===== src/rtl/ppu_pkg.sv =====
// Shared types and constants for the PPU background fetch path.
// Latency: none (declarations only).
// Backpressure: none (declarations only).
package ppu_pkg;

  // Fetch sequencer states; each VRAM step is an address cycle then a data cycle.
  typedef enum logic [2:0] {
    ST_IDLE  = 3'd0,
    ST_MAP_A = 3'd1,
    ST_MAP_D = 3'd2,
    ST_LO_A  = 3'd3,
    ST_LO_D  = 3'd4,
    ST_HI_A  = 3'd5,
    ST_HI_D  = 3'd6,
    ST_PUSH  = 3'd7
  } fetch_state_t;

  // LCDC bit positions used by the background fetcher.
  localparam int LCDC_EN    = 7;
  localparam int LCDC_TDATA = 4;
  localparam int LCDC_BGMAP = 3;
  localparam int LCDC_BGEN  = 0;

  // VRAM offsets (relative to 0x8000).
  localparam logic [12:0] MAP0_BASE         = 13'h1800;
  localparam logic [12:0] MAP1_BASE         = 13'h1C00;
  localparam logic [12:0] TDATA_BASE_SIGNED = 13'h1000;

  // One tile row is 8 pixels wide.
  localparam int PIX_PER_TILE = 8;

  // Address of the low bitplane byte for row 'row' of tile 'idx'.
  // Unsigned mode indexes from 0x0000; signed mode treats idx as -128..127 around 0x1000.
  function automatic logic [12:0] tile_row_addr(input logic [7:0] idx,
                                                input logic       unsigned_sel,
                                                input logic [2:0] row);
    logic [12:0] base;
    if (unsigned_sel) begin
      base = {1'b0, idx, 4'b0000};
    end else begin
      base = TDATA_BASE_SIGNED + {idx[7], idx, 4'b0000};
    end
    return base + {9'b0, row, 1'b0};
  endfunction

endpackage


===== src/rtl/ppu_pixel_fifo.sv =====
// Circular buffer of 2-bit color indices: 8-wide push of a decoded tile row, 1-wide pop.
// Latency: a pushed row is visible at the head the cycle after the push.
// Backpressure: none internally; the writer must only push when count <= DEPTH-8.
module ppu_pixel_fifo
  import ppu_pkg::*;
#(
  parameter int DEPTH = 16,
  parameter int CW    = $clog2(DEPTH + 1)
) (
  input  logic                             clk,
  input  logic                             reset,
  input  logic                             flush,
  input  logic                             push,
  input  logic [PIX_PER_TILE-1:0][1:0]     push_dat,
  input  logic                             pop,
  output logic [1:0]                       head,
  output logic [CW-1:0]                    count,
  output logic                             empty
);

  localparam int PW = $clog2(DEPTH);

  logic [1:0]    mem_q [DEPTH];
  logic [1:0]    mem_d [DEPTH];
  logic [PW-1:0] wr_ptr_q, wr_ptr_d;
  logic [PW-1:0] rd_ptr_q, rd_ptr_d;
  logic [CW-1:0] count_q, count_d;
  logic          pop_ok;

  // Pointer advance with wrap; works for non power-of-two depths since n < DEPTH.
  function automatic logic [PW-1:0] wrap_add(input logic [PW-1:0] p, input int n);
    logic [PW:0] s;
    s = {1'b0, p} + (PW+1)'(n);
    if (s >= (PW+1)'(DEPTH)) begin
      s = s - (PW+1)'(DEPTH);
    end
    return s[PW-1:0];
  endfunction

  assign pop_ok = pop && (count_q != '0);
  assign head   = mem_q[rd_ptr_q];
  assign count  = count_q;
  assign empty  = (count_q == '0);

  // Next-state for storage, pointers and occupancy; flush wins over push/pop.
  always_comb begin
    mem_d    = mem_q;
    wr_ptr_d = wr_ptr_q;
    rd_ptr_d = rd_ptr_q;
    count_d  = count_q;
    if (flush) begin
      wr_ptr_d = '0;
      rd_ptr_d = '0;
      count_d  = '0;
    end else begin
      if (push) begin
        for (int i = 0; i < PIX_PER_TILE; i++) begin
          mem_d[wrap_add(wr_ptr_q, i)] = push_dat[i];
        end
        wr_ptr_d = wrap_add(wr_ptr_q, PIX_PER_TILE);
      end
      if (pop_ok) begin
        rd_ptr_d = wrap_add(rd_ptr_q, 1);
      end
      count_d = count_q + (push ? CW'(PIX_PER_TILE) : CW'(0)) - (pop_ok ? CW'(1) : CW'(0));
    end
  end

  // State registers with synchronous reset.
  always_ff @(posedge clk) begin
    if (reset) begin
      for (int i = 0; i < DEPTH; i++) begin
        mem_q[i] <= 2'b00;
      end
      wr_ptr_q <= '0;
      rd_ptr_q <= '0;
      count_q  <= '0;
    end else begin
      mem_q    <= mem_d;
      wr_ptr_q <= wr_ptr_d;
      rd_ptr_q <= rd_ptr_d;
      count_q  <= count_d;
    end
  end

endmodule


===== src/rtl/ppu_bg_fetcher.sv =====
// Walks BG map and tile data for one scanline, decodes 2bpp rows into a pixel FIFO.
// Latency: first tile row reaches the FIFO 7 cycles after start_line (three 2-cycle VRAM reads + push).
// Backpressure: fetch holds in PUSH (no VRAM reads) while the FIFO lacks room for 8 pixels.
module ppu_bg_fetcher
  import ppu_pkg::*;
#(
  parameter int FIFO_DEPTH  = 16,
  parameter int LINE_PIXELS = 160
) (
  input  logic        clk,
  input  logic        reset,
  input  logic        start_line,
  input  logic [7:0]  lcdc,
  input  logic [7:0]  scx,
  input  logic [7:0]  scy,
  input  logic [7:0]  ly,
  output logic [12:0] vram_addr,
  output logic        vram_rd,
  input  logic [7:0]  vram_d_rd,
  input  logic        pix_pop,
  output logic        pix_valid,
  output logic [1:0]  pix,
  output logic        line_done
);

  localparam int FCW = $clog2(FIFO_DEPTH + 1);
  localparam int OCW = $clog2(LINE_PIXELS + 1);

  fetch_state_t   state_q, state_d;
  logic [4:0]     scx_tile_q, scx_tile_d;
  logic [7:0]     y_q, y_d;
  logic [4:0]     tile_x_q, tile_x_d;
  logic [2:0]     discard_q, discard_d;
  logic [OCW-1:0] out_cnt_q, out_cnt_d;
  logic [7:0]     idx_q, idx_d;
  logic [7:0]     lo_q, lo_d;
  logic [7:0]     hi_q, hi_d;
  logic [12:0]    row_addr_q, row_addr_d;
  logic           line_done_q, line_done_d;

  logic                          fifo_flush;
  logic                          fifo_push;
  logic                          fifo_pop;
  logic [1:0]                    fifo_head;
  logic [FCW-1:0]                fifo_count;
  logic                          fifo_empty;
  logic [PIX_PER_TILE-1:0][1:0]  push_dat;

  logic        pix_take;
  logic        discard_pop;
  logic [4:0]  tx;
  logic [12:0] map_addr;
  logic [12:0] tile_addr;
  logic        unused_lcdc;

  assign unused_lcdc = ^{lcdc[6:5], lcdc[2:1]};

  // Map column wraps within the 32-tile row; LCDC select bits are used live.
  assign tx          = scx_tile_q + tile_x_q;
  assign map_addr    = (lcdc[LCDC_BGMAP] ? MAP1_BASE : MAP0_BASE) + {3'b000, y_q[7:3], tx};
  assign tile_addr   = tile_row_addr(idx_q, lcdc[LCDC_TDATA], y_q[2:0]);

  // Fine-scroll pixels are dropped internally and never shown to the consumer.
  assign discard_pop = (discard_q != 3'd0) && !fifo_empty;
  assign pix_valid   = !fifo_empty && (discard_q == 3'd0) && (out_cnt_q < OCW'(LINE_PIXELS));
  assign pix_take    = pix_pop && pix_valid;
  assign fifo_pop    = pix_take || discard_pop;
  assign pix         = pix_valid ? fifo_head : 2'b00;
  assign line_done   = line_done_q;

  // Expand the fetched bitplanes into leftmost-first pixels; BG off yields color 0.
  always_comb begin
    push_dat = '0;
    for (int i = 0; i < PIX_PER_TILE; i++) begin
      push_dat[i] = lcdc[LCDC_BGEN] ? {hi_q[7-i], lo_q[7-i]} : 2'b00;
    end
  end

  // Fetch sequencer, VRAM strobes and line bookkeeping.
  always_comb begin
    state_d     = state_q;
    scx_tile_d  = scx_tile_q;
    y_d         = y_q;
    tile_x_d    = tile_x_q;
    discard_d   = discard_q;
    out_cnt_d   = out_cnt_q;
    idx_d       = idx_q;
    lo_d        = lo_q;
    hi_d        = hi_q;
    row_addr_d  = row_addr_q;
    line_done_d = 1'b0;
    fifo_flush  = 1'b0;
    fifo_push   = 1'b0;
    vram_rd     = 1'b0;
    vram_addr   = '0;

    if (discard_pop) begin
      discard_d = discard_q - 3'd1;
    end
    if (pix_take) begin
      out_cnt_d = out_cnt_q + OCW'(1);
    end

    case (state_q)
      ST_IDLE: begin
        state_d = ST_IDLE;
      end
      ST_MAP_A: begin
        vram_rd   = 1'b1;
        vram_addr = map_addr;
        state_d   = ST_MAP_D;
      end
      ST_MAP_D: begin
        idx_d   = vram_d_rd;
        state_d = ST_LO_A;
      end
      ST_LO_A: begin
        vram_rd    = 1'b1;
        vram_addr  = tile_addr;
        row_addr_d = tile_addr;
        state_d    = ST_LO_D;
      end
      ST_LO_D: begin
        lo_d    = vram_d_rd;
        state_d = ST_HI_A;
      end
      ST_HI_A: begin
        vram_rd   = 1'b1;
        vram_addr = row_addr_q + 13'd1;
        state_d   = ST_HI_D;
      end
      ST_HI_D: begin
        hi_d    = vram_d_rd;
        state_d = ST_PUSH;
      end
      ST_PUSH: begin
        if (fifo_count <= FCW'(FIFO_DEPTH - PIX_PER_TILE)) begin
          fifo_push = 1'b1;
          tile_x_d  = tile_x_q + 5'd1;
          state_d   = ST_MAP_A;
        end
      end
      default: begin
        state_d = ST_IDLE;
      end
    endcase

    // Last visible pixel taken: end of line, abandon any fetch in flight.
    if (pix_take && (out_cnt_q == OCW'(LINE_PIXELS - 1))) begin
      line_done_d = 1'b1;
      fifo_flush  = 1'b1;
      state_d     = ST_IDLE;
    end

    // LCD switched off mid-line: stop quietly.
    if ((state_q != ST_IDLE) && !lcdc[LCDC_EN]) begin
      fifo_flush = 1'b1;
      state_d    = ST_IDLE;
    end

    // New line (or restart): latch scroll and line, start from the first tile.
    if (start_line && lcdc[LCDC_EN]) begin
      scx_tile_d = scx[7:3];
      y_d        = ly + scy;
      tile_x_d   = 5'd0;
      discard_d  = scx[2:0];
      out_cnt_d  = '0;
      fifo_flush = 1'b1;
      state_d    = ST_MAP_A;
    end
  end

  // State registers with synchronous reset.
  always_ff @(posedge clk) begin
    if (reset) begin
      state_q     <= ST_IDLE;
      scx_tile_q  <= '0;
      y_q         <= '0;
      tile_x_q    <= '0;
      discard_q   <= '0;
      out_cnt_q   <= '0;
      idx_q       <= '0;
      lo_q        <= '0;
      hi_q        <= '0;
      row_addr_q  <= '0;
      line_done_q <= 1'b0;
    end else begin
      state_q     <= state_d;
      scx_tile_q  <= scx_tile_d;
      y_q         <= y_d;
      tile_x_q    <= tile_x_d;
      discard_q   <= discard_d;
      out_cnt_q   <= out_cnt_d;
      idx_q       <= idx_d;
      lo_q        <= lo_d;
      hi_q        <= hi_d;
      row_addr_q  <= row_addr_d;
      line_done_q <= line_done_d;
    end
  end

  ppu_pixel_fifo #(
    .DEPTH (FIFO_DEPTH)
  ) u_fifo (
    .clk      (clk),
    .reset    (reset),
    .flush    (fifo_flush),
    .push     (fifo_push),
    .push_dat (push_dat),
    .pop      (fifo_pop),
    .head     (fifo_head),
    .count    (fifo_count),
    .empty    (fifo_empty)
  );

endmodule


===== config.mk =====
export PLATFORM = sky130hd
export DESIGN_NAME = ppu_bg_fetcher
export DESIGN_NICKNAME = d
export VERILOG_FILES = /design/src/rtl/ppu_pkg.sv /design/src/rtl/ppu_pixel_fifo.sv /design/src/rtl/ppu_bg_fetcher.sv
export SDC_FILE = /design/constraint.sdc
export NUM_CORES = 1
export LEC_CHECK = 0
export CELL_PAD_IN_SITES_DETAIL_PLACEMENT = 1
export CELL_PAD_IN_SITES_GLOBAL_PLACEMENT = 1
export CORE_MARGIN = 4
export CORE_UTILIZATION = 28
export CTS_BUF_LIST = sky130_fd_sc_hd__clkbuf_4
export DETAILED_ROUTE_END_ITERATION = 8
export PLACE_DENSITY = 0.58
export SETUP_SLACK_MARGIN = 0.1
export SYNTH_ARGS = -nofsm -noshare
export SYNTH_HDL_FRONTEND = slang
export SYNTH_SLANG_ARGS = --single-unit

===== constraint.sdc =====
create_clock -name clk -period 2.7 [get_ports clk]
set_clock_uncertainty 0.2 [all_clocks]
set_input_delay 0.27 -clock clk [delete_from_list [all_inputs] [get_ports clk]]
set_output_delay 0.27 -clock clk [all_outputs]
set_load 0.005 [all_outputs]

After elaboration in Yosys (flattened, before gate mapping) --
Index checks and enable logic that the tools add are counted.
Operators by class: add/subtract/negate cells 30, $lt $le $gt $ge 29, equal/unequal tests 10, mux-type cells 80, bitwise logic cells 10, reduce and logical (&&, ||, !) cells 32
Operator list (number):
- $bwmux 32 | 8
- $mux 4 | 27
- $ge 5x5->1 const B | 18
- $demux 2 s4 | 8
- $not 4->5 | 9
- $lt 5x1->1 const B | 8
- $sub 4x1->4 const B | 10
- $pmux 13 s3 | 1
- $mux 2 | 19
- $pmux 3 s8 | 1
- $add 4x3->5 const B | 4
- $logic_and 1x1->1 | 16
- $add 12x11->13 | 1
- $add 13x1->13 const B | 1
- $add 13x13->13 const A | 1
- $add 13x4->13 | 1
- $mux 13 | 1
- $eq 3x3->1 const B | 4
- $mux 11 | 1
- $add 4x1->5 const B | 2
- $add 4x2->5 const B | 2
- $add 5x5->5 | 2
- $mux 1 | 10
- $mux 3 | 3
- 27 further kinds | 33
Word-level totals: register bits after elaboration 115, output and inout bits 18

Logic depth before layout (Yosys ltp) --
depth in word-level cells 23, mapped depth 12, depth with buffers taken out 12

Modules after synthesis --
Synthesis repeated with hierarchy kept, for this count alone.
Unflattened totals: cell total of the unflattened synthesis 654, area total of the unflattened synthesis 5589.1 um^2
Modules (own cells, without submodules):
- ppu_bg_fetcher | times used 1, cells an instance 439, area each 3668.5 um^2, sequential area each 1381.3 um^2
- ppu_pixel_fifo | times used 1, cells an instance 215, area each 1920.6 um^2, sequential area each 840.8 um^2

Worst setup path after synthesis --
Ideal clock, no wire load.
path kind flip-flop to flip-flop, start point reg u_fifo.count_q[2], in the netlist u_fifo.count[2], end point reg u_fifo.mem_q[0] (netlist name), library setup time 119 ps, arrival time 2387 ps, required time 2381 ps, slack -6 ps, stages on the path, launching flop included 9, path buffers 3, period minus slack after synthesis 2706 ps, cells stage by stage dfxtp_1 -> or3_1 -> buf_6 -> a2111oi_4 -> inv_2 -> or4_1 -> buf_6 -> buf_12 -> mux2i_1
Between the ends: longest elaborated chain between the ends 11, elaborated cells on any way between the ends 14
RTL lines:
- start: declaration | line ppu_pixel_fifo.sv:27 | logic [CW-1:0] count_q, count_d;
- start signal: assignment | line ppu_pixel_fifo.sv:82 | count_q <= count_d;
- $logic_not 5->1 | line ppu_pixel_fifo.sv:43 | assign empty = (count_q == '0);
- $logic_not 1->1 | line ppu_bg_fetcher.sv:65 | assign pix_valid = !fifo_empty && (discard_q == 3'd0) && (out_cnt_q < OCW'(LINE_PIXELS));
- $logic_and 1x1->1 (2 in a row) | line ppu_bg_fetcher.sv:65
- $logic_and 1x1->1 | line ppu_bg_fetcher.sv:66 | assign pix_take = pix_pop && pix_valid;
- $logic_and 1x1->1 | line ppu_bg_fetcher.sv:149 | if (pix_take && (out_cnt_q == OCW'(LINE_PIXELS - 1))) begin
- $mux 1 | line ppu_bg_fetcher.sv:149
- $mux 1 | line ppu_bg_fetcher.sv:156 | if ((state_q != ST_IDLE) && !lcdc[LCDC_EN]) begin
- $mux 1 | line ppu_bg_fetcher.sv:162 | if (start_line && lcdc[LCDC_EN]) begin
- $not 1->1 (no source line)
- $reduce_and 2->1 (no source line) *
- end signal: assignment | line ppu_pixel_fifo.sv:79 | mem_q <= mem_d;
- end: declaration | line ppu_pixel_fifo.sv:23 | logic [1:0] mem_q [DEPTH];
Every way passes the cells marked *; elsewhere a longest branch is shown, timed or not. A chain may end at the register's enable or synchronous reset.

Worst setup path after layout --
start point reg scx_tile_q[0], end point out vram_addr[4]
Between the ends: longest elaborated chain between the ends 3
RTL lines:
- start: declaration | line ppu_bg_fetcher.sv:30 | logic [4:0] scx_tile_q, scx_tile_d;
- start signal: assignment | line ppu_bg_fetcher.sv:189 | scx_tile_q <= scx_tile_d;
- $add 5x5->5 | line ppu_bg_fetcher.sv:59 | assign tx = scx_tile_q + tile_x_q;
- $add 12x11->13 | line ppu_bg_fetcher.sv:60 | assign map_addr = (lcdc[LCDC_BGMAP] ? MAP1_BASE : MAP0_BASE) + {3'b000, y_q[7:3], tx};
- $pmux 13 s3 | line ppu_bg_fetcher.sv:104 | case (state_q)
- end: declaration | line ppu_bg_fetcher.sv:17 | output logic [12:0] vram_addr,
No other way between the ends.

==> results list <==
- Endpoints failing hold: 0
- Of the total power, registers draw 0.440.
- In this run the worst path has a maximum fanout of 2.
- The die is approximately 150 um tall.
- Cells traversed along the worst timing path: ha_4 -> inv_2 -> fa_2 -> inv_1 -> a21o_1 -> a21oi_2 -> xnor2_1 -> a41o_1 -> buf_2
* Clk pwr share: 0.228
- Synthesis produced a netlist with a net count of between 700 and 800.
- Entering global routing, the biggest net connects 56 pins.
* Detailed router's first-iteration violation count: 134
* Drt first pass iters: 4
* Footprint of the flip-flops and latches: 2250 um2
- Max cap viols: 0
- Fraction of the cycle the final worst path needs: 0.963
* Area share of the largest cell type after synthesis: 0.413
- The first global-routing pass estimated 25200 um of wire.
- The number of global-route vias before repair is 4902.
- Routability congestion estimate: 0.751
* Average wire per standard cell: 15.8 um
- Pin placement for this block handled 62 I/O pins.
- After detailed routing, the number of vias per cell comes to 4.89.
- Final-stage net count: 772
- The design draws 4120 uW.
- The internal portion of the total power is 2820 uW.
- The root buffer cell chosen for the clock tree is sky130_fd_sc_hd__clkbuf_4.
* Clock tree from TritonCTS: done
- Data arrives at the worst endpoint at 2.13 ns.
- Clock-pin slew was measured on the worst setup and hold paths at 0.16 ns.
* Number of vias in the routed layout: ~4600
- Switching power of the nets: around 1300 uW
- Min Clock Period, post-route: 2.60 ns
- In the post-synthesis netlist, the biggest area contributors are sky130_fd_sc_hd__dfxtp_1 (41%), sky130_fd_sc_hd__mux2i_1 (8.8%), sky130_fd_sc_hd__nand2_1 (8.5%).
- Buffers placed on the I/O ports in this run total 57.
- Worst skew pair latency: 0.48 ns
- Overall fraction of global-route tracks in use: 0.144
* Initial Util: 0.286
* Fraction of registers with async set/reset: 0
- Ranking of synthesized cells by instance count: sky130_fd_sc_hd__nand2_1 (122), sky130_fd_sc_hd__dfxtp_1 (111), sky130_fd_sc_hd__a21oi_1 (62)
- The number of clock buffers added by TritonCTS is 9.
- Antenna violation net count after detailed routing: 0
- Core area: around 19000 um2
* CP endpoint kind: output pin
- Tightest slew margin relative to the limit: 0.580
- Die Outline Area: 21500 um2
* Critical-path top delay cell: sky130_fd_sc_hd__dfxtp_2
- The die is 147 um wide.
- After routing, the total negative slack on setup checks comes to 0 ns.
- In this run, synthesis produced a sequential element count of 111.
- Once layout is complete, the utilization of the core stands at 0.358.
- Post-Synthesis Cell Area: between 5000 and 6000 um2
- For this run, design rule violations remaining after detail routing come to 0.
* Detail Placement HPWL: 10900 um
* Synthesis-to-finish area growth: 24.9%
- The share of the Yosys chip area taken by registers is 0.413.
- The final layout contains routed wiring with a total length of 14900 um.
- Worst Path Class, Setup: flip-flop to output pin
- In the synthesized netlist the dominant register cell turns out to be sky130_fd_sc_hd__dfxtp_1.
- Quantity of hold-fixing buffers added after cts: 0
* Std-Cell Rows: 50
- Final setup violating endpoints: 0
- The max-slew violation total from the final report was 0.
- For this run, the number of Yosys warnings is 0.
- Type of the worst min-delay path: primary input to flip-flop
- Area used by multi-input combinational logic: 3030 um2
- Number of sinks driven by the clock tree: 111
- Setup repair after global routing missed its margin: true
- Fill count: 2219
* Placed cell areas: 6250 um2
- Post-synthesis cell type count: 43
- Maximum resistive drop on vdd: 0.000207 V
- In this run the static leakage power is approximately 0.0027 uW.
- Share of power burned in combinational logic: 0.333
* Buffers from clock root to sink, at most: 2
* F_max: between 300 and 400 MHz
* Crit path launch type: flip-flop
* Required time of the critical path: 2.23 ns
- In this run the power density over the cells is 614 nW/um2.
- The flow ran to the end, and the final reports show no timing, DRC or antenna violations.
- The initial antenna violation count was 1.
* Non-Filler Cell Area, Final: 6710 um2
* Share of final-layout standard cells stronger than drive strength 1: 0.169
- Measured slew at the worst slew-check pin: 0.630 ns
- CTS built an H-tree with a depth of 3.
* Post-synth EDFFs: 0
* Global-route congestion overflow total: 0
- Fraction of power spent switching nets: 0.317
- Number of instances in the synthesized netlist: 633
- Dominant cell by count in the synthesized netlist: sky130_fd_sc_hd__nand2_1
- Cell type with the largest total area after synthesis: sky130_fd_sc_hd__dfxtp_1
* Delay of the slowest cell on the worst path: 0.39 ns
- Syn_area_per_cell: 8.49 um2
-- worst max-delay path, delay by kind of cell, from the launching register on --
kind	cells	cell delay [ns]
xor gates and xnor gates	1	0.12
adders and majority gates	2	0.50
AOI/OAI and AO/OA	3	0.42
DFF	1	0.39
buffers and inverters	3	0.23
-- placed cells by master, fill, tap and decap left out, drive strengths merged, types with 2 or more instances in the layout --
master         count
a21oi             62
nor2              61
or4                3
dlymetal6s2s       2
buf               47
or3                4
o21ai             14
and3               4
inv               24
nor4               2
fa                 3
clkinvlp           5
nand3             25
a21o               5
bufinv             2
mux4               8
nand4              3
and2               3
ha                21
xor2               9
mux2i             47
nor4b              2
a31oi              5
o211ai             3
clkbuf             9
a211oi             8
dfxtp            111
a22oi              3
nor3              11
clkdlybuf4s50     47
xnor2             15
nor2b              6
nand2            122
-- through the flow --
| stage | std cells | worst slack [ns] | hold WS [ns] |
|---|---|---|---|
| 2_1_floorplan | 633 | 0.106 | 0.206 |
| 3_3_place_gp | 908 | 0.176 | 0.240 |
| 3_5_place_dp | 908 | 0.146 | 0.248 |
| 4_1_cts | 936 | 0.0235 | 0.0420 |
| 5_1_grt | 943 | -0.0369 | 0.0753 |
| 6_report | 943 | 0.0996 | 0.0762 |
-- layout make-up --
type / count / area share
multi-input cells: 459 / 0.451
clock buffers: 9 / 0.0101
diodes: 1 / 0.000373
repair buffers: 97 / 0.131
inverters: 26 / 0.0160
clock inverters: 6 / 0.0129
well taps: 234 / 0.0436
flip-flops and latches: 111 / 0.335
-- power groups by stage --
stage / combinational, uW / sequential, uW / clock, uW
finish: 1370 / 1810 / 938
global route: 1560 / 1830 / 1050
CTS: 1280 / 1810 / 988
detailed placement: 1090 / 1850 / 0
global placement: 1040 / 1840 / 0
floorplan: 768 / 1810 / 0
-- what timing repair did --
item                       4_1_cts  5_1_grt
buffers inserted                13        6
gates resized for setup         60       27
setup endpoints to repair       15       19
hold endpoints to repair         0        0
pin swaps                       14       19
-- per-layer routing --
layer | part of all wire | vias up | routed length [um] | track usage
li1 | - | 2290 | - | -
met1 | 0.46 | 2245 | 6880 | 0.183
met2 | 0.50 | 56 | 7370 | 0.247
met3 | 0.028 | 16 | 422 | 0.0255
met4 | 0.014 | 0 | 206 | 0.0447
met5 | 0 | - | 0 | 0
-- logic make-up after synthesis --
group                      share of synthesized area
adders and majority gates                     0.0601
and+or+nand+nor                                0.198
xor gates and xnor gates                      0.0391
buffers and inverters                         0.0500
muxes                                          0.121
DFF                                            0.413
AOI/OAI and AO/OA                              0.118
-- registers in the layout (all words and copies together) (netlist names), 8 cells and up --
signal / flops
idx_q: 8
lo_q: 8
row_addr_q: 12
out_cnt_q: 8
y_q: 8
u_fifo.mem_q: 32
hi_q: 8
-- worst paths after layout --
| path | depth (start not counted) | slack [ns] | start | to |
|---|---|---|---|---|
| hold reg to reg | 2 | 0.27 | row_addr_q[3]$_SDFFE_PP0P_ | row_addr_q[3]$_SDFFE_PP0P_ |
| hold / removal | 5 | 0.08 | reset | tile_x_q[0]$_SDFFE_PP0P_ |
| setup / recovery | 9 | 0.1 | scx_tile_q[0]$_SDFFE_PP0P_ | vram_addr[4] |
| setup reg to reg | 10 | 0.21 | u_fifo.count[0]$_SDFF_PP0_ | u_fifo.count[4]$_SDFF_PP0_ |
No activity file was read; power rests on OpenSTA's default activity.
